==> src/rtl/ad7763_pkg.sv <==
`default_nettype none
// ============================================================================
//  Module      : ad7763_pkg
//  Description : Shared constants, receiver state type and sample helper for
//                the AD7763 data-port receiver and control-word writer.
//  Revision    : 1.0 - initial release
// ============================================================================
package ad7763_pkg;

    localparam int FRAME_BITS  = 32;
    localparam int SAMPLE_BITS = 24;
    localparam int STATUS_BITS = 8;
    localparam int CNT_W       = $clog2(FRAME_BITS);

    typedef enum logic [0:0] {
        IDLE  = 1'b0,
        SHIFT = 1'b1
    } rx_state_t;

    // Sign-extend the two's-complement sample field of a frame to 32 bits.
    function automatic logic [31:0] sign_extend_sample(input logic [FRAME_BITS-1:0] frame);
        return {{(32 - SAMPLE_BITS){frame[FRAME_BITS-1]}},
                frame[FRAME_BITS-1 -: SAMPLE_BITS]};
    endfunction

endpackage
`default_nettype wire

==> src/rtl/ad7763_sync_edge.sv <==
`default_nettype none
// ============================================================================
//  Module      : ad7763_sync_edge
//  Description : Multi-flop synchroniser for one asynchronous ADC line, with
//                an optional rising-edge detector on the synchronised output.
//  Revision    : 1.0 - initial release
// ============================================================================
module ad7763_sync_edge #(
    parameter int SYNC_STAGES = 2,
    parameter bit EDGE_DETECT = 1'b0
) (
    input  logic clk,
    input  logic rst,
    input  logic i_d,
    output logic o_q,
    output logic o_rise
);

    logic [SYNC_STAGES-1:0] r_sync;

    generate
        if (SYNC_STAGES < 2 || SYNC_STAGES > 3) begin : g_bad_stages
            $error("ad7763_sync_edge: SYNC_STAGES must be 2 or 3");
        end
    endgenerate

    // Shift the asynchronous input through the synchroniser chain.
    always_ff @(posedge clk) begin
        if (rst) begin
            r_sync <= '0;
        end else begin
            r_sync <= {r_sync[SYNC_STAGES-2:0], i_d};
        end
    end

    assign o_q = r_sync[SYNC_STAGES-1];

    generate
        if (EDGE_DETECT) begin : g_edge
            logic r_prev;

            // Remember the previous synchronised level for edge detection.
            always_ff @(posedge clk) begin
                if (rst) begin
                    r_prev <= 1'b0;
                end else begin
                    r_prev <= o_q;
                end
            end

            assign o_rise = o_q & ~r_prev;
        end else begin : g_no_edge
            assign o_rise = 1'b0;
        end
    endgenerate

endmodule
`default_nettype wire

==> src/rtl/axis_ad7763_rx.sv <==
`default_nettype none
// ============================================================================
//  Module      : axis_ad7763_rx
//  Description : Deserialises AD7763 SDO frames (24-bit sample + 8-bit status)
//                clocked by SCO and presents each sample as one sign-extended
//                AXI-Stream beat. Frames arriving while the held beat is
//                stalled are dropped and counted in a saturating counter.
//                Optional build macro AD7763_STATUS_EN adds m_axis_tuser
//                carrying the frame status byte.
//  Revision    : 1.0 - initial release
// ============================================================================
module axis_ad7763_rx
    import ad7763_pkg::*;
#(
    parameter int AXIS_TDATA_WIDTH = 32,
    parameter int SYNC_STAGES      = 2
) (
    input  logic                        aclk,
    input  logic                        areset,
    input  logic                        adc_sco,
    input  logic                        adc_fso,
    input  logic                        adc_sdo,
    output logic [AXIS_TDATA_WIDTH-1:0] m_axis_tdata,
`ifdef AD7763_STATUS_EN
    output logic [STATUS_BITS-1:0]      m_axis_tuser,
`endif
    output logic                        m_axis_tvalid,
    input  logic                        m_axis_tready,
    output logic [15:0]                 overflow_cnt
);

    localparam logic [15:0]      c_ovf_max   = 16'hFFFF;
    localparam logic [CNT_W-1:0] c_cnt_start = CNT_W'(FRAME_BITS - 2);

    generate
        if (AXIS_TDATA_WIDTH != 32) begin : g_bad_width
            $error("axis_ad7763_rx: AXIS_TDATA_WIDTH must be 32");
        end
    endgenerate

    logic w_sco_q;
    logic w_sco_rise;
    logic w_fso_q;
    logic w_fso_rise;
    logic w_sdo_q;
    logic w_sdo_rise;
    logic w_unused;

    rx_state_t                  r_state;
    logic [FRAME_BITS-1:0]      r_shift;
    logic [CNT_W-1:0]           r_bit_cnt;
    logic                       r_load_req;
    logic [AXIS_TDATA_WIDTH-1:0] r_tdata;
    logic                       r_tvalid;
    logic [15:0]                r_ovf_cnt;

    // All three lines use identical synchroniser depth so they stay aligned.
    ad7763_sync_edge #(.SYNC_STAGES(SYNC_STAGES), .EDGE_DETECT(1'b1)) u_sync_sco (
        .clk    (aclk),
        .rst    (areset),
        .i_d    (adc_sco),
        .o_q    (w_sco_q),
        .o_rise (w_sco_rise)
    );

    ad7763_sync_edge #(.SYNC_STAGES(SYNC_STAGES), .EDGE_DETECT(1'b0)) u_sync_fso (
        .clk    (aclk),
        .rst    (areset),
        .i_d    (adc_fso),
        .o_q    (w_fso_q),
        .o_rise (w_fso_rise)
    );

    ad7763_sync_edge #(.SYNC_STAGES(SYNC_STAGES), .EDGE_DETECT(1'b0)) u_sync_sdo (
        .clk    (aclk),
        .rst    (areset),
        .i_d    (adc_sdo),
        .o_q    (w_sdo_q),
        .o_rise (w_sdo_rise)
    );

    // Only the SCO edge and the FSO/SDO levels are consumed.
    assign w_unused = &{1'b0, w_sco_q, w_fso_rise, w_sdo_rise};

    // Frame receiver: sample FSO/SDO on each SCO rising edge.
    always_ff @(posedge aclk) begin
        if (areset) begin
            r_state    <= IDLE;
            r_shift    <= '0;
            r_bit_cnt  <= '0;
            r_load_req <= 1'b0;
        end else begin
            r_load_req <= 1'b0;
            if (w_sco_rise) begin
                unique case (r_state)
                    IDLE: begin
                        if (!w_fso_q) begin
                            r_shift   <= {{(FRAME_BITS-1){1'b0}}, w_sdo_q};
                            r_bit_cnt <= c_cnt_start;
                            r_state   <= SHIFT;
                        end
                    end
                    SHIFT: begin
                        if (!w_fso_q) begin
                            // Frame sync mid-frame: restart with this bit as the MSB.
                            r_shift   <= {{(FRAME_BITS-1){1'b0}}, w_sdo_q};
                            r_bit_cnt <= c_cnt_start;
                        end else begin
                            r_shift <= {r_shift[FRAME_BITS-2:0], w_sdo_q};
                            if (r_bit_cnt == '0) begin
                                r_state    <= IDLE;
                                r_load_req <= 1'b1;
                            end else begin
                                r_bit_cnt <= r_bit_cnt - 1'b1;
                            end
                        end
                    end
                    default: r_state <= IDLE;
                endcase
            end
        end
    end

`ifdef AD7763_STATUS_EN
    logic [STATUS_BITS-1:0] r_tuser;
`endif

    // Single-entry output register with drop-on-stall overflow counting.
    always_ff @(posedge aclk) begin
        if (areset) begin
            r_tdata   <= '0;
            r_tvalid  <= 1'b0;
            r_ovf_cnt <= '0;
`ifdef AD7763_STATUS_EN
            r_tuser   <= '0;
`endif
        end else begin
            if (r_load_req && (!r_tvalid || m_axis_tready)) begin
                r_tdata  <= sign_extend_sample(r_shift);
                r_tvalid <= 1'b1;
`ifdef AD7763_STATUS_EN
                r_tuser  <= r_shift[STATUS_BITS-1:0];
`endif
            end else if (r_tvalid && m_axis_tready) begin
                r_tvalid <= 1'b0;
            end

            if (r_load_req && r_tvalid && !m_axis_tready && (r_ovf_cnt != c_ovf_max)) begin
                r_ovf_cnt <= r_ovf_cnt + 16'd1;
            end
        end
    end

    assign m_axis_tdata  = r_tdata;
    assign m_axis_tvalid = r_tvalid;
    assign overflow_cnt  = r_ovf_cnt;
`ifdef AD7763_STATUS_EN
    assign m_axis_tuser  = r_tuser;
`endif

endmodule
`default_nettype wire

==> config.mk <==
export PLATFORM = sky130hd
export DESIGN_NAME = axis_ad7763_rx
export DESIGN_NICKNAME = d
export VERILOG_FILES = /design/src/rtl/ad7763_pkg.sv /design/src/rtl/ad7763_sync_edge.sv /design/src/rtl/axis_ad7763_rx.sv
export SDC_FILE = /design/constraint.sdc
export NUM_CORES = 1
export LEC_CHECK = 0
export CELL_PAD_IN_SITES_DETAIL_PLACEMENT = 1
export CELL_PAD_IN_SITES_GLOBAL_PLACEMENT = 1
export CORE_MARGIN = 8
export CORE_UTILIZATION = 35
export DETAILED_ROUTE_END_ITERATION = 12
export HOLD_SLACK_MARGIN = 0.08
export PLACE_DENSITY_LB_ADDON = 0.1
export SLEW_MARGIN = 5
export SYNTH_ARGS = -nofsm -noshare
export SYNTH_HDL_FRONTEND = slang
export SYNTH_SLANG_ARGS = --single-unit
export TNS_END_PERCENT = 5
==> constraint.sdc <==
create_clock -name aclk -period 4.75 [get_ports aclk]
set_input_delay 0.475 -clock aclk [delete_from_list [all_inputs] [get_ports aclk]]
set_output_delay 0.475 -clock aclk [all_outputs]
set_load 0.005 [all_outputs]
==> results.tsv, run 1 <==
stage	metric	value	unit
route	initial DRC count	77	
timing	final slew viol count	0	
die	Initial Util	35.6	%
route	Final ANT Viol Nets	0	
clock_network	H-tree level count	3	
power_and_ir_drop	power density cells	315	nW/um^2
timing	crit path time final	2.01	ns
die	Die X	112	um
setup_path	startpoint types	input pin	
timing	fin worst setup slack	2.74	ns
placed_design	pre-CTS WS	2.38	ns
setup_path	critical path fanouts, max	8	
finish	Area Growth Syn to Fin	22.4	%
synth	Synth top cells by count	dfxtp_1 (87), nand2_1 (55), a21oi_1 (42)	
timing	maximum clock frequency	0.499	GHz
global_routing	number of global-route vias before repair	2466	
timing	Clock Skew	0.0129	ns
global_routing	initial antenna violation count	0	
power_and_ir_drop	Pleak	1.33	nW
power_and_ir_drop	clock share of power	38.0	%
clock_network	Post CTS Setup Buffer Count	0	
min_path	Min-Delay Path Class	reg -> reg	
power_and_ir_drop	Sw Ratio	24.4	%
die	core area	9110	sq um
timing	Tcrit/Tclk final	42.2	%
setup_path	Critical Path Sink Type	flop	
clock_network	hold buffer count at CTS	0	
global_routing	largest net degree at the start of global routing	59	
power_and_ir_drop	Power, Total	1.25	mW
synth	unique cell type count in the Yosys netlist	40	
route	via count	2585	
clock_network	Root Buffer	clkbuf_8	
power_and_ir_drop	Int Pwr	947	uW
placed_design	GP Congestion	0.712	
die	io pins	55	
synth	syn avg cell area	9.60	sq um
clock_network	CTS Buffer Depth	2	
synth	Syn Nets	346	
power_and_ir_drop	Switch Pwr	306	uW
clock_network	clk slew on worst S/H paths	0.09	ns
global_routing	GRT Overall Usage	11.7	%
timing	RSZ-0062 raised after global routing	false	
clock_network	clock latency on the worst-skew pair	0.35	ns
timing	Worst Tran Pin Value	1.22	ns
timing	slew margin rel.	18.8	%
synth	Synth Flop Type	dfxtp_1	
route	WL/cell	14.7	um
synth	Synth Instances	338	
finish	# diodes	0	
power_and_ir_drop	power share of the sequential group	59.1	%
setup_path	critical path data required time	5.03	ns
die	height of the chip	112	um
route	number of remaining DRC errors	0	
timing	final setup fails	0	
placed_design	# port buffers	54	
route	DRT Pass-1 Iters	4	
clock_network	CTS resizes	0	
placed_design	Inst Count DP	479	
run_status	status	finished, final reports clean	
finish	Layout Cells excl Fill	495	
run	max-cap viol count	0	
timing	setup_tns	0	ns
power_and_ir_drop	Comb pwr share	2.9	%
synth	post-synth top area share	53.7	%
placed_design	HPWL after DPL	4.79	mm
synth	async set-or-reset flop fraction in the synthesized netlist	0	%
setup_path	Setup CP Type	in -> reg	
die	Rows	35	
setup_path	Data arrival, critical path	2.29	ns
finish	Layout Nets	387	
synth	#FFs+latches synth	87	
synth	Post-Syn Area	3240	sq um
global_routing	global route total overflow	0	
synth	Synth area leader	dfxtp_1	
clock_network	CTS tree	built	
synth	count leader, synth	dfxtp_1	
die	Die ar.	12600	sq um
clock_network	Num CTS Buffers	9	
route	final wirelength	7.28	mm
route	Vias/cell	5.22	
synth	Seq/Total Area, Yosys	53.7	%
synth	YS warnings	0	
finish	share of cells above drive strength 1	8.59	%
synth	number of synthesized flops with an enable pin	0	
global_routing	first-pass GRT wire length	12.3	mm
clock_network	CTS Sinks	87	
synth	synth top area cells	dfxtp_1 (54%), a22o_1 (8.4%), a21oi_1 (6.5%)	
power_and_ir_drop	Max VDD drop	0.000146	V
timing	Final Hold Viols	0	
-- layout by cell type (no fill, tap or decap), types with 3 or more instances in the layout --
master	synthesis	layout
nand4_1	6	6
nand2_1	55	55
clkdlybuf4s50_1	0	53
a31oi_1	3	3
inv_1	8	8
o21ai_0	7	7
buf_4	9	3
inv_6	0	3
a21oi_1	42	42
nand3_1	4	4
a22o_1	31	31
dfxtp_1	87	87
nor2b_1	9	9
nand2b_1	3	3
or4_1	7	7
clkbuf_8	2	9
nor2_1	6	5
or3_1	3	3
o31ai_1	9	9
nand3b_1	3	3
-- area by class of cell --
type / count / area (sq um)
Inverter: 8 / 30.0
Multi-Input combinational cell: 216 / 1320
Fill cell: 1050 / 5140
Clock inverter: 6 / 51.3
Tap cell: 111 / 139
Sequential cell: 87 / 1740
Clock buffer: 10 / 128
Timing Repair Buffer: 57 / 558
-- per-stage QoR --
| stage | util, % | hold slack (ns) | area (sq um) |
|---|---|---|---|
| floorplan | - | 0.414 | 3240 |
| global placement | 41.6 | 0.417 | 3790 |
| detailed placement | 41.6 | 0.428 | 3790 |
| CTS | 43.6 | 0.449 | 3970 |
| global route | 43.6 | 0.470 | 3970 |
| finish | 43.6 | 0.446 | 3970 |
-- state kept, by name, summed over array words and instances (netlist names), 2 cells and up --
| register | count |
|---|---|
| m_axis_tdata | 24 |
| u_sync_sdo.r_sync | 2 |
| r_bit_cnt | 5 |
| overflow_cnt | 16 |
| r_shift | 32 |
| u_sync_sco.r_sync | 2 |
| u_sync_fso.r_sync | 2 |
-- power groups by stage --
stage	Sequential (mW)	Clock (mW)	Combinational (mW)
final	0.740	0.477	0.0363
after global routing	0.741	0.525	0.0405
after CTS	0.740	0.497	0.0371
after detailed placement	0.757	0	0.0370
after global placement	0.757	0	0.0361
after floorplan	0.755	0	0.0280
-- worst max-delay path, cell delays in order --
cell	delay, ns
clkdlybuf4s50_1	0.42
nand3b_4	0.20
or4_4	0.56
or4_1	0.48
a21oi_1	0.14
-- per-layer routing --
layer	up-vias	GRT usage (%)	routed length, um
met1	1250	15.7	3690
met5	-	0	0
met3	8	4.46	408
li1	1284	-	-
met2	43	16.7	3090
met4	0	3.78	94
-- final timing paths --
path	from	end	slack [ns]	cells past startpoint
max reg2reg	r_bit_cnt[0]	r_bit_cnt[1]	2.84	5
min reg2reg	u_sync_fso.r_sync[0]	u_sync_fso.r_sync[1]	0.45	1
max	m_axis_tready	overflow_cnt[15]	2.74	5
min	u_sync_fso.r_sync[0]	u_sync_fso.r_sync[1]	0.45	1
-- kinds of logic (layout without fill, tap and decap cells) --
kind of cell             after synthesis  count (layout)  synth area share, %
multiplexers                           2               2                0.656
AO/OA/AOI/OAI                         97              97                 19.9
adder cells (fa/ha/maj)                2               2                0.771
AND/OR/NAND/NOR                      113             113                 18.5
flip-flops                            87              87                 53.7
buffers and inverters                 35              81                 5.94
XOR/XNOR                               2               2                0.540
Power figures use the tool's default switching activity.
==> inputs of run 2 (changes only) <==
==> constraint.sdc (replaced) <==
create_clock -name aclk -period 1.9 [get_ports aclk]
set_input_delay 0.19 -clock aclk [delete_from_list [all_inputs] [get_ports aclk]]
set_output_delay 0.19 -clock aclk [all_outputs]
set_load 0.005 [all_outputs]
==> results.tsv, run 2 (synthesized netlist as in run 1, its figures left out) <==
stage	metric	value	unit	change
run_status	status	finished, final reports clean		
placed_design	HPWL after DPL	5.11	mm	+6.6%
finish	share of cells above drive strength 1	12.7	%	+4.1 points
finish	Largest Register	r_shift		
die	Die X	112	um	unchanged
die	Initial Util	35.6	%	unchanged
clock_network	clk slew on worst S/H paths	0.09	ns	about the same
power_and_ir_drop	Max VDD drop	0.000359	V	+150%
timing	Clock Skew	0.0134	ns	+0.000461 ns
die	core area	9110	sq um	unchanged
setup_path	startpoint types	flop		
timing	setup_tns	0	ns	unchanged
die	io pins	55		unchanged
timing	final slew viol count	0		unchanged
timing	RSZ-0062 raised after global routing	false		
global_routing	initial antenna violation count	0		unchanged
clock_network	hold buffer count at CTS	0		unchanged
route	DRT Pass-1 Iters	4		unchanged
finish	most frequent cells in the layout	dfxtp_1 (87), nand2_1 (55), clkdlybuf4s50_1 (53)		
clock_network	CTS tree	built		
placed_design	# port buffers	54		unchanged
clock_network	Post CTS Setup Buffer Count	0		unchanged
route	Vias/cell	5.25		+0.49%
timing	slew margin rel.	52.3	%	+33 points
timing	Tcrit/Tclk final	95.8	%	
setup_path	CP bufs+invs	0		-1
finish	fin area	4190	sq um	+5.5%
clock_network	Root Buffer	clkbuf_8		
setup_path	Data arrival, critical path	2.11	ns	-0.18 ns
timing	Worst Tran Pin Value	0.714	ns	-0.502 ns
route	WL/cell	15.0	um	+2.0%
placed_design	GP Congestion	0.721		+1.2%
setup_path	Critical Path Max Stage Delay	0.57	ns	about the same
setup_path	critical path fanouts, max	6		-2
finish	Layout Cells excl Fill	512		+3.4%
min_path	Hold Path Origin	areset		
setup_path	Setup crit start	overflow_cnt[9]		
clock_network	H-tree level count	3		unchanged
clock_network	CTS Buffer Depth	2		unchanged
clock_network	Num CTS Buffers	9		unchanged
power_and_ir_drop	Power, Total	3.50	mW	+180%
clock_network	clock latency on the worst-skew pair	0.35	ns	about the same
global_routing	number of global-route vias before repair	2700		+9.5%
setup_path	Setup CP Type	reg -> reg		
min_path	Min-Delay Path Class	in -> reg		
finish	Layout Nets	405		+4.7%
placed_design	Inst Count DP	497		+3.8%
die	height of the chip	112	um	unchanged
clock_network	CTS Sinks	87		unchanged
route	final wirelength	7.68	mm	+5.5%
finish	Util after Layout	46.0	%	+2.4 points
global_routing	first-pass GRT wire length	12.9	mm	+4.9%
power_and_ir_drop	power density cells	836	nW/um^2	+170%
setup_path	critical path data required time	2.19	ns	-2.84 ns
setup_path	FF-to-FF Start	overflow_cnt[9]		
global_routing	global route total overflow	0		unchanged
run	max-cap viol count	0		unchanged
setup_path	family with the most delay on the worst path	simple AND/OR/NAND/NOR gates		
global_routing	largest net degree at the start of global routing	57		-3.4%
finish	Area Growth Syn to Fin	29.2	%	
finish	most common cell after layout, fill and taps aside	dfxtp_1		
route	via count	2687		+3.9%
setup_path	crit-path cells	nand3_1 > or4_4 > or4_1 > a21oi_1		
placed_design	cell area after placement	3940	sq um	+3.9%
global_routing	GRT Overall Usage	12.4	%	+0.70 points
power_and_ir_drop	Pleak	1.46	nW	+9.7%
finish	# diodes	0		unchanged
timing	maximum clock frequency	0.550	GHz	
timing	crit path time final	1.82	ns	
timing	Final Hold Viols	0		unchanged
setup_path	Critical Path Sink Type	flop		
route	Final ANT Viol Nets	0		unchanged
route	initial DRC count	57		-26%
die	Rows	35		unchanged
route	number of remaining DRC errors	0		unchanged
setup_path	CP max-delay cell	or4_4		
finish	max FFs per register	32		unchanged
die	Die ar.	12600	sq um	unchanged
timing	final setup fails	0		unchanged
-- run 2: through the flow --
stage | setup WS (ns) | hold slack, ns
after global placement | -0.101 | 0.418
final | 0.0806 | 0.380
after floorplan | 0.109 | 0.318
after global routing | 0.000407 | 0.370
after detailed placement | -0.133 | 0.425
after CTS | 0.0113 | 0.371
-- run 2: layout make-up --
class	count	area, sq um
Clock buffer	9	124
Clock inverter	6	118
Fill cell	1057	4920
Inverter	8	30.0
Multi-Input combinational cell	216	1330
Sequential cell	87	1740
Tap cell	111	139
Timing Repair Buffer	75	706
-- run 2: what timing repair did --
action | in CTS | in global routing
endpoints found under the hold margin | 0 | 0
endpoints found under the setup margin | 0 | 36
resized for setup | 0 | 2
-- run 2: final timing paths --
check,end,slack (ns),depth (start not counted)
setup / recovery,overflow_cnt[15],0.08,4
hold / removal,r_shift[4],0.38,3
setup reg to reg,overflow_cnt[15],0.08,4
hold reg to reg,u_sync_fso.r_sync[1],0.44,1
-- run 2: worst register-to-register path: cells and delay by family, from the launching register on --
family,cells,cell delay (ns)
DFF,1,0.43
and+or+nand+nor,3,1.18
AOI/OAI and AO/OA,1,0.15
-- run 2: routing by layer --
layer	routed length, um	vias to the layer above	GRT usage (%)
li1	-	1328	-
met1	3780	1300	15.1
met2	3390	49	19.5
met3	391	10	4.13
met4	125	0	5.31
met5	0	-	0
-- run 2: power breakdown --
part,internal (mW),switching (mW)
registers,1.84,0.0114
logic,0.0406,0.0590
clock network,0.878,0.679
